--- src/rtl/display_pkg.sv ---
// Shared types, constants and the seven-segment encoder for the result display.
package display_pkg;

  localparam int         RESULT_W   = 4;
  localparam int         NUM_DIGITS = 4;
  localparam logic [6:0] SEG_BLANK  = 7'b111_1111;
  localparam logic [3:0] AN_OFF     = 4'b1111;
  localparam logic [7:0] COUNT_MAX  = 8'd255;

  typedef enum logic {
    SCAN  = 1'b0,
    BLANK = 1'b1
  } scan_state_t;

  // Active-low segments, bit order {g,f,e,d,c,b,a}; codes above 9 are "no class".
  function automatic logic [6:0] seg_encode(input logic [RESULT_W-1:0] code);
    logic [6:0] seg;
    case (code)
      4'd0:    seg = 7'b100_0000;
      4'd1:    seg = 7'b111_1001;
      4'd2:    seg = 7'b010_0100;
      4'd3:    seg = 7'b011_0000;
      4'd4:    seg = 7'b001_1001;
      4'd5:    seg = 7'b001_0010;
      4'd6:    seg = 7'b000_0010;
      4'd7:    seg = 7'b111_1000;
      4'd8:    seg = 7'b000_0000;
      4'd9:    seg = 7'b001_0000;
      default: seg = SEG_BLANK;
    endcase
    return seg;
  endfunction

  function automatic logic is_digit(input logic [RESULT_W-1:0] code);
    return (code <= 4'd9);
  endfunction

endpackage

--- src/rtl/result_display_mux_if.sv ---
// Result capture inputs and seven-segment display outputs of the result display.
interface result_display_mux_if;
  import display_pkg::*;

  logic                result_ready;
  logic [RESULT_W-1:0] result_in;
  logic                clear;
  logic [6:0]          seg;
  logic                dp;
  logic [3:0]          an;
  logic [7:0]          result_count;

  modport master (
    output result_ready, result_in, clear,
    input  seg, dp, an, result_count
  );

  modport slave (
    input  result_ready, result_in, clear,
    output seg, dp, an, result_count
  );

endinterface

--- src/rtl/scan_timer.sv ---
// Digit-slot prescaler: advance pulses once per REFRESH_DIV cycles and steps digit_sel.
module scan_timer #(
  parameter int REFRESH_DIV = 100000
) (
  input  logic       clk,
  input  logic       rst_n,
  output logic [1:0] digit_sel_o,
  output logic       advance_o
);

  localparam int                CNT_W    = (REFRESH_DIV > 1) ? $clog2(REFRESH_DIV) : 1;
  localparam logic [CNT_W-1:0]  CNT_LAST = CNT_W'(REFRESH_DIV - 1);

  logic [CNT_W-1:0] cnt_q, cnt_d;
  logic [1:0]       sel_q, sel_d;

  assign advance_o   = (cnt_q == CNT_LAST);
  assign digit_sel_o = sel_q;

  // Wrap the prescaler on terminal count and move to the next digit slot.
  always_comb begin
    cnt_d = cnt_q;
    sel_d = sel_q;
    if (advance_o) begin
      cnt_d = '0;
      sel_d = sel_q + 2'd1;
    end else begin
      cnt_d = cnt_q + CNT_W'(1);
      sel_d = sel_q;
    end
  end

  // Prescaler and slot registers.
  always_ff @(posedge clk or negedge rst_n) begin
    if (!rst_n) begin
      cnt_q <= '0;
      sel_q <= 2'd0;
    end else begin
      cnt_q <= cnt_d;
      sel_q <= sel_d;
    end
  end

endmodule

--- src/rtl/result_display_mux.sv ---
// Four-deep BNN result history shown on a multiplexed 4-digit seven-segment display,
// newest result on digit 0 with its decimal point lit.
module result_display_mux
  import display_pkg::*;
#(
  parameter int REFRESH_DIV = 100000
) (
  input  logic                  clk,
  input  logic                  rst_n,
  result_display_mux_if.slave   bus
);

  logic [NUM_DIGITS-1:0][RESULT_W-1:0] hist_q, hist_d;
  logic [NUM_DIGITS-1:0]               hv_q, hv_d;
  logic [7:0]                          count_q, count_d;
  scan_state_t                         state_q, state_d;
  logic [6:0]                          seg_q, seg_d;
  logic                                dp_q, dp_d;
  logic [3:0]                          an_q, an_d;

  logic [1:0]          digit_sel;
  logic                advance;
  logic [RESULT_W-1:0] sel_code;
  logic                sel_lit;

  scan_timer #(
    .REFRESH_DIV (REFRESH_DIV)
  ) u_scan_timer (
    .clk         (clk),
    .rst_n       (rst_n),
    .digit_sel_o (digit_sel),
    .advance_o   (advance)
  );

  // History shift and saturating capture count; clear beats a coincident capture.
  always_comb begin
    hist_d  = hist_q;
    hv_d    = hv_q;
    count_d = count_q;
    if (bus.clear) begin
      hv_d    = '0;
      count_d = 8'd0;
    end else if (bus.result_ready) begin
      hist_d = {hist_q[NUM_DIGITS-2:0], bus.result_in};
      hv_d   = {hv_q[NUM_DIGITS-2:0], 1'b1};
      if (count_q != COUNT_MAX) begin
        count_d = count_q + 8'd1;
      end else begin
        count_d = count_q;
      end
    end else begin
      count_d = count_q;
    end
  end

  // One BLANK cycle follows every slot change to suppress ghosting.
  always_comb begin
    state_d = SCAN;
    if (advance) begin
      state_d = BLANK;
    end else begin
      state_d = SCAN;
    end
  end

  assign sel_code = hist_q[digit_sel];
  assign sel_lit  = hv_q[digit_sel] && is_digit(sel_code);

  // Next display value; empty or no-class slots keep their anode driven but stay dark.
  always_comb begin
    seg_d = SEG_BLANK;
    dp_d  = 1'b1;
    an_d  = AN_OFF;
    case (state_q)
      SCAN: begin
        an_d = ~(4'b0001 << digit_sel);
        if (sel_lit) begin
          seg_d = seg_encode(sel_code);
          dp_d  = (digit_sel != 2'd0);
        end else begin
          seg_d = SEG_BLANK;
          dp_d  = 1'b1;
        end
      end
      BLANK: begin
        an_d  = AN_OFF;
        seg_d = SEG_BLANK;
        dp_d  = 1'b1;
      end
      default: begin
        an_d  = AN_OFF;
        seg_d = SEG_BLANK;
        dp_d  = 1'b1;
      end
    endcase
  end

  // State, history and output registers.
  always_ff @(posedge clk or negedge rst_n) begin
    if (!rst_n) begin
      state_q <= BLANK;
      hist_q  <= '0;
      hv_q    <= '0;
      count_q <= 8'd0;
      seg_q   <= SEG_BLANK;
      dp_q    <= 1'b1;
      an_q    <= AN_OFF;
    end else begin
      state_q <= state_d;
      hist_q  <= hist_d;
      hv_q    <= hv_d;
      count_q <= count_d;
      seg_q   <= seg_d;
      dp_q    <= dp_d;
      an_q    <= an_d;
    end
  end

  assign bus.seg          = seg_q;
  assign bus.dp           = dp_q;
  assign bus.an           = an_q;
  assign bus.result_count = count_q;

endmodule

--- src/flat_wrapper.sv ---
// flat-port wrapper written by rule: the top's interface ports become plain ports
module result_display_mux_flat import display_pkg::*;
#(
  parameter int REFRESH_DIV = 100000
)
  (clk, rst_n, bus_result_ready, bus_result_in, bus_clear, bus_seg, bus_dp, bus_an, bus_result_count);
  result_display_mux_if bus_i ();
  input  logic clk;
  input  logic rst_n;
  input wire logic [$bits(bus_i.result_ready)-1:0] bus_result_ready;
  input wire logic [$bits(bus_i.result_in)-1:0] bus_result_in;
  input wire logic [$bits(bus_i.clear)-1:0] bus_clear;
  output wire logic [$bits(bus_i.seg)-1:0] bus_seg;
  output wire logic [$bits(bus_i.dp)-1:0] bus_dp;
  output wire logic [$bits(bus_i.an)-1:0] bus_an;
  output wire logic [$bits(bus_i.result_count)-1:0] bus_result_count;
  assign bus_i.result_ready = bus_result_ready;
  assign bus_i.result_in = bus_result_in;
  assign bus_i.clear = bus_clear;
  assign bus_seg = bus_i.seg;
  assign bus_dp = bus_i.dp;
  assign bus_an = bus_i.an;
  assign bus_result_count = bus_i.result_count;
  result_display_mux #(.REFRESH_DIV(REFRESH_DIV)) u_core (.clk(clk), .rst_n(rst_n), .bus(bus_i));
endmodule
--- config.mk ---
export PLATFORM = sky130hd
export DESIGN_NAME = result_display_mux_flat
export DESIGN_NICKNAME = d
export VERILOG_FILES = /design/src/rtl/display_pkg.sv /design/src/rtl/result_display_mux_if.sv /design/src/rtl/scan_timer.sv /design/src/rtl/result_display_mux.sv /design/src/flat_wrapper.sv
export SDC_FILE = /design/constraint.sdc
export NUM_CORES = 1
export LEC_CHECK = 0
export CAP_MARGIN = 20
export CORE_AREA = 3 3 84 78
export CTS_CLUSTER_DIAMETER = 150
export CTS_CLUSTER_SIZE = 8
export DETAILED_ROUTE_END_ITERATION = 6
export DIE_AREA = 0 0 87 81
export PLACE_DENSITY = 0.76
export SLEW_MARGIN = 20
export SYNTH_ARGS = -nofsm -noshare
export SYNTH_HDL_FRONTEND = slang
export SYNTH_SLANG_ARGS = --single-unit
export TNS_END_PERCENT = 50
--- constraint.sdc ---
create_clock -name clk -period 1.94 [get_ports clk]
set_input_delay 0.485 -clock clk [delete_from_list [all_inputs] [get_ports clk]]
set_output_delay 0.485 -clock clk [all_outputs]
set_load 0.05 [all_outputs]
==> impl_metrics.tcl, run 1 <==
set metrics [dict create \
    numPortBuffers 27 \
    synthToLayoutAreaGrowth_pct 20.5 \
    cts_hold_buf 0 \
    drtIter0Drc 116 \
    syn_area_um2 2900 \
    path_delay_family "multiplexers" \
    vdd_drop_max_uv 603 \
    drc 0 \
    layout_setup_ws_ns -0.0467 \
    cp.required_ns 2.18 \
    hold_viol 0 \
    synth_ff_type "dfrtp_1" \
    wl_per_cell_um 13.9 \
    antenna_found_initial 0 \
    cp-start-kind "register" \
    n_antenna_cell 0 \
    yosysWarnings 0 \
    hold_ws_ns 0.103 \
    share_seq_of_total_power 0.498 \
    path_class "reg2reg" \
    grt_first_pass_wirelength_mm 8.80 \
    rows 26 \
    syn-num-nets 268 \
    cts_tree "done" \
    power.density_nw_per_um2 838 \
    grt_usage 0.163 \
    worst_pin_slew_ns 0.527 \
    grt_start_max_net_pins 26 \
    firstDrtPassIters 4 \
    cts_max_level 3 \
    ys_types 48 \
    place_congestion 0.868 \
    clock_latency_ns 0.33 \
    critical_path_arrival_ns 2.22 \
    cts-root-buf "clkbuf_8" \
    routed_wl_mm 5.09 \
    cp_slowest_stage_delay_ns 0.57 \
    synthCells 249 \
    path_max_fanout 7 \
    yosysSeqAreaShare 0.524 \
    post-place-ws_ns -0.0400 \
    status "finished with violations" \
    start_util 0.509 \
    path_clk_slew_ns 0.06 \
    globalRouteOverflowTotal 0 \
    critical_path.slowest_cell "mux4_2" \
    grt_pass1_vias 1890 \
    rsz0062_at_grt "yes" \
    total_power_w 0.00293 \
    fp.dieArea_um2 7050 \
    p_clk_frac 0.330 \
    fmax_ghz 0.503 \
    min_period_over_period 1.02 \
    ioPinCount 28 \
    cts.path.max_buffers 2 \
    synth_top_cell_by_area "dfrtp_1" \
    drv_slew 0 \
    synth-async-reset-ratio 1.00 \
    vias_per_cell 5.45 \
    post-route-min-period_ns 1.99 \
    clock-skew-final_ns 0.00693 \
    die_w_um 87 \
    internal_power_w 0.00214 \
    syn_area_per_cell_um2 11.6 \
    drtAntennaViolNets 0 \
    synthTopCellsByArea "dfrtp_1 (41%), dfstp_2 (12%), mux2_2 (5.8%)" \
    p_sw_w 0.000791 \
    comb_power_share 0.171 \
    hpwl_mm 3.65 \
    die_h_um 81 \
    core_area_um2 5690 \
    slew_headroom 0.646 \
    finalSetupViolCount 6 \
    cts_buffers 9 \
    netlist.area_leader.share 0.406 \
    crit_chain "mux4_2 -> inv_4 -> ha_4 -> nor2_2 -> o21a_1 -> nor3b_4 -> o21ai_1" \
    synth-edff-count 0 \
    critical_path_buf_inv_count 1 \
    p_leak_nw 1.53 \
    maxCapViolations 0 \
    layout-drive-gt1-share 0.301 \
    cp-end-kind "register" \
    violations "setup timing" \
    num_vias 1995 \
    clock_sinks 60 \
    ys_ff_latch 60 \
    swShare 0.270 \
    min_path_type "in2async" \
    tns_ns -0.0781 \
    final_nets 311 \
]
kinds of logic after synthesis:
logic type / Yosys count / synth area share
xor gates and xnor gates: 18 / 0.0544
DFF: 60 / 0.524
buffers and inverters: 22 / 0.0328
adders and majority gates: 11 / 0.0475
muxes: 25 / 0.117
and+or+nand+nor: 81 / 0.151
AOI/OAI and AO/OA: 32 / 0.0734
power groups by stage:
stage / logic, W / registers, W / clock network (W)
floorplan: 0.000266 / 0.00153 / 0
global placement: 0.000485 / 0.00147 / 0
detailed placement: 0.000494 / 0.00148 / 0
CTS: 0.000504 / 0.00146 / 0.00100
global route: 0.000547 / 0.00147 / 0.00106
finish: 0.000501 / 0.00146 / 0.000968
metal layers:
metal	wire, µm	part of all wire	global-route usage	up-vias
li1	-	-	-	965
met4	91	0.018	0.0779	0
met3	280	0.055	0.0507	9
met5	0	0	0	-
met2	2320	0.46	0.248	54
met1	2400	0.47	0.211	967
layout make-up:
cell class                 instances  area, µm²
clock buffer                      13        159
inverter                          13       51.3
tap                               70       87.6
timing repair buffer              41        358
clock inverter                     2       10.0
multi-input combinational        167       1310
sequential                        60       1520
fill                             460       2200
cells in the mapped netlist, types with 3 or more instances:
| cell type | n |
|---|---|
| and4_1 | 4 |
| dfstp_2 | 13 |
| inv_1 | 13 |
| o21ai_1 | 7 |
| nand2_1 | 17 |
| mux2i_1 | 5 |
| nand4_1 | 3 |
| o21ai_0 | 3 |
| a21oi_1 | 7 |
| xor2_1 | 8 |
| nand2b_1 | 4 |
| nor2_1 | 23 |
| nand3_1 | 8 |
| nor3_1 | 3 |
| clkbuf_1 | 6 |
| ha_1 | 11 |
| dfrtp_1 | 47 |
| mux2_2 | 15 |
| xnor2_1 | 10 |
| or4_1 | 3 |
| mux4_2 | 3 |
flip-flops by register name, summed over array words and instances, names as in the netlist:
register and cells:
u_core.bus.result_count 8, u_core.u_scan_timer.digit_sel_o 2, u_core.bus.dp 1, u_core.hv_q 4, u_core.state_q 1, u_core.u_scan_timer.cnt_q 17
u_core.hist_q 16, u_core.bus.an 4, u_core.bus.seg 7
placed cells by master, fill, tap and decap left out, types with 2 or more instances in the layout:
cell type,instances
mux2_2,15
nor3_1,3
o21ai_0,3
xnor2_1,10
and2_1,2
inv_1,11
ha_1,9
dfstp_2,13
dfrtp_1,47
clkbuf_8,11
nor4b_1,2
nand2_1,17
a211oi_1,2
clkdlybuf4s50_1,6
mux2i_1,5
a21oi_1,7
nand4_1,3
o31ai_1,2
clkinv_2,2
nor4bb_1,2
and3_1,2
o21bai_1,2
nor2_1,22
and4_1,4
ha_4,2
clkbuf_1,2
o21ai_1,7
buf_4,31
o21a_1,2
buf_12,3
mux4_2,4
or4_1,3
nand3_1,8
nand2b_1,4
xor2_1,8
worst reg2reg max path, stage by stage (launching register included):
cell and delay, ns:
dfrtp_1 0.41, mux4_2 0.57, inv_4 0.11, ha_4 0.13
nor2_2 0.03, o21a_1 0.20, nor3b_4 0.30, o21ai_1 0.15
metrics by stage:
stage	cells	area [µm²]	util
floorplan	249	2920	-
global placement	350	3310	0.582
detailed placement	350	3310	0.582
CTS	366	3490	0.614
global route	366	3490	0.614
finish	366	3490	0.614
timing repair:
action | in CTS | in global routing
resized for setup | 1 | 0
pin swaps | 0 | 0
hold endpoints to repair | 0 | 0
setup buffers | 1 | 0
setup endpoints to repair | 7 | 8
path summary, 6_finish.rpt:
check                                                               startpoint                                             end  slack (ns)  cells past startpoint
worst max-delay path            u_core.u_scan_timer.digit_sel_o[0]$_DFFE_PN0P_                     u_core.bus.seg[4]$_DFF_PN1_       -0.05                      7
worst min-delay path                                                     rst_n         u_core.u_scan_timer.cnt_q[15]$_DFF_PN0_        0.10                      1
worst max register to register  u_core.u_scan_timer.digit_sel_o[0]$_DFFE_PN0P_                     u_core.bus.seg[4]$_DFF_PN1_       -0.05                      7
worst min register to register          u_core.u_scan_timer.cnt_q[0]$_DFF_PN0_          u_core.u_scan_timer.cnt_q[0]$_DFF_PN0_        0.49                      1
max in group asynchronous                                                rst_n  u_core.u_scan_timer.digit_sel_o[0]$_DFFE_PN0P_        1.35                      2
min in group clk                        u_core.u_scan_timer.cnt_q[0]$_DFF_PN0_          u_core.u_scan_timer.cnt_q[0]$_DFF_PN0_        0.49                      1
Note: power is estimated with default switching activity, not from simulation.
==> inputs of run 2 (changes only) <==
CTS_CLUSTER_DIAMETER = 120   (was 150)
==> results of run 2 <==
Final layout, timing and power as in run 1 (identical DEF).
==> inputs of run 3 (changes only) <==
CORE_AREA = 3 3 123 113   (was 3 3 84 78)
DIE_AREA = 0 0 126 116   (was 0 0 87 81)
PLACE_DENSITY = 0.42   (was 0.76)
==> run 3 against run 2 <==
  * The run now ends clean
  * Sequential cell count unchanged
  * Sequential power barely moved
  * Final cell count increased by 27%
  * Maximum frequency up 3.7%
  * Combinational power grew 2%
  * Clock power increased by 46%
  * Non-clock buffer count increased by 4
  * Routed wire length grew 13%
  * Hold slack better by 0.051 ns
==> impl_metrics.tcl, run 3 (synthesized netlist as in run 1, its figures left out) <==
set metrics [dict create \
    firstDrtPassIters 4 \
    swShare 0.258 \
    fp.dieArea_um2 14600 \
    final_nets 315 \
    drc 0 \
    num_vias 1967 \
    critical_path_buf_inv_count 1 \
    cp-end-kind "register" \
    clock_sinks 60 \
    core_area_um2 12700 \
    hold_viol 0 \
    critical_path_arrival_ns 2.15 \
    status "finished, final reports clean" \
    ff2ff_path_depth 7 \
    globalRouteOverflowTotal 0 \
    path_clk_slew_ns 0.05 \
    cts.path.max_buffers 2 \
    start_util 0.229 \
    grt_usage 0.0871 \
    drv_slew 0 \
    p_clk_frac 0.417 \
    cp_slowest_stage_delay_ns 0.56 \
    rows 39 \
    path_max_fanout 7 \
    maxCapViolations 0 \
    comb_power_share 0.151 \
    multiInputGateArea_um2 1310 \
    cts_buffers 9 \
    grt_first_pass_wirelength_mm 9.92 \
    p_leak_nw 1.59 \
    vias_per_cell 4.23 \
    rsz0062_at_grt "yes" \
    cp.depth 7 \
    critical_path.slowest_cell "mux4_2" \
    internal_power_w 0.00251 \
    hpwl_mm 4.03 \
    rrSetupSlack_ns 0.02 \
    clock_latency_ns 0.33 \
    numPortBuffers 27 \
    path_delay_family "multiplexers" \
    die_h_um 116 \
    grt_start_max_net_pins 61 \
    post-route-min-period_ns 1.92 \
    final_common_cell "dfrtp_1" \
    worst_pin_slew_ns 0.520 \
    finalSetupViolCount 0 \
    vdd_drop_max_uv 402 \
    fin_util 0.294 \
    antenna_found_initial 0 \
    min_period_over_period 0.988 \
    largest_reg_flops 17 \
    clock-skew-final_ns 0.0100 \
    n_antenna_cell 0 \
    die_w_um 126 \
    synthToLayoutAreaGrowth_pct 28.5 \
    drtAntennaViolNets 0 \
    fin_area_um2 3720 \
    grt_pass1_vias 2060 \
    slew_headroom 0.650 \
    wl_per_cell_um 12.4 \
    rr_startpoint "u_core.u_scan_timer.digit_sel_o[0]$_DFFE_PN0P_" \
    n_fill_cell 1318 \
    crit_chain "mux4_2 -> inv_4 -> ha_4 -> nor2_2 -> o21a_1 -> nor3b_4 -> o21ai_1" \
    cts_tree "done" \
    ioPinCount 28 \
    place_congestion 0.767 \
    drtIter0Drc 75 \
    seq_area_um2 1520 \
    cp.required_ns 2.17 \
    min_path_type "in2async" \
    p_sw_w 0.000873 \
    routed_wl_mm 5.77 \
    cp-start-kind "register" \
    regMostFlops "u_core.u_scan_timer.cnt_q" \
    fmax_ghz 0.522 \
    mostFrequentLayoutCells "dfrtp_1 (47), buf_4 (36), nor2_1 (22)" \
    path_class "reg2reg" \
    cts-root-buf "clkbuf_16" \
    worstReg2RegEnd "u_core.bus.seg[5]$_DFF_PN1_" \
    share_seq_of_total_power 0.431 \
    layout-drive-gt1-share 0.309 \
    cts_max_level 3 \
    power.density_nw_per_um2 909 \
    placed_area_um2 3450 \
]
[run 3: worst max path at each step]
stage,start,endpoint
2_1_floorplan,u_core.u_scan_timer.digit_sel_o[0]$_DFFE_PN0P_,u_core.bus.dp$_DFF_PN1_
3_3_place_gp,u_core.u_scan_timer.digit_sel_o[0]$_DFFE_PN0P_,u_core.bus.seg[1]$_DFF_PN1_
3_5_place_dp,u_core.u_scan_timer.digit_sel_o[0]$_DFFE_PN0P_,u_core.bus.seg[6]$_DFF_PN1_
4_1_cts,u_core.u_scan_timer.digit_sel_o[0]$_DFFE_PN0P_,u_core.bus.seg[6]$_DFF_PN1_
5_1_grt,u_core.u_scan_timer.digit_sel_o[0]$_DFFE_PN0P_,u_core.bus.seg[5]$_DFF_PN1_
6_report,u_core.u_scan_timer.digit_sel_o[0]$_DFFE_PN0P_,u_core.bus.seg[5]$_DFF_PN1_
[run 3: area by class of cell]
| cell class | count | share of cell area |
|---|---|---|
| Sequential cell | 60 | 0.407 |
| Multi-Input combinational cell | 167 | 0.352 |
| Timing Repair Buffer | 45 | 0.101 |
| Clock buffer | 13 | 0.0672 |
| Tap cell | 164 | 0.0551 |
| Inverter | 13 | 0.0138 |
| Clock inverter | 3 | 0.00403 |
[run 3: power by group through the flow]
| stage | Combinational, W | Sequential (W) | Clock [W] |
|---|---|---|---|
| floorplan | 0.000266 | 0.00153 | 0 |
| global placement | 0.000510 | 0.00148 | 0 |
| detailed placement | 0.000512 | 0.00148 | 0 |
| CTS | 0.000518 | 0.00146 | 0.00147 |
| global route | 0.000564 | 0.00147 | 0.00153 |
| finish | 0.000513 | 0.00146 | 0.00141 |
[run 3: per-stage QoR]
stage	setup TNS, ns	std cells	setup slack [ns]	hold slack [ns]	power (W)
finish	0	465	0.0240	0.154	0.00339
global route	-0.705	465	-0.104	0.182	0.00357
CTS	-0.00275	464	-0.00275	0.170	0.00345
detailed placement	0	448	0.0110	0.480	0.00199
global placement	0	448	0.0145	0.483	0.00199
floorplan	-0.322	249	-0.0454	0.189	0.00180
[run 3: routing by layer]
metal  vias up  routed length [µm]  part of all wire  global-route usage
met4         0                 156             0.027              0.0508
met1       939                2950              0.51               0.113
met5         -                   0                 0                   0
li1        976                   -                 -                   -
met2        39                2400              0.42               0.126
met3        13                 259             0.045              0.0295
[run 3: worst reg2reg max path: stages, from the launching register on]
cell and delay [ns]:
dfrtp_1 0.40, mux4_2 0.56, inv_4 0.11, ha_4 0.13, nor2_2 0.03, o21a_1 0.19, nor3b_4 0.28, o21ai_1 0.12
[run 3: timing repair]
action	4_1_cts	5_1_grt
resized for setup	1	0
hold buffers	0	0
setup buffers	0	1
setup endpoints to repair	1	8
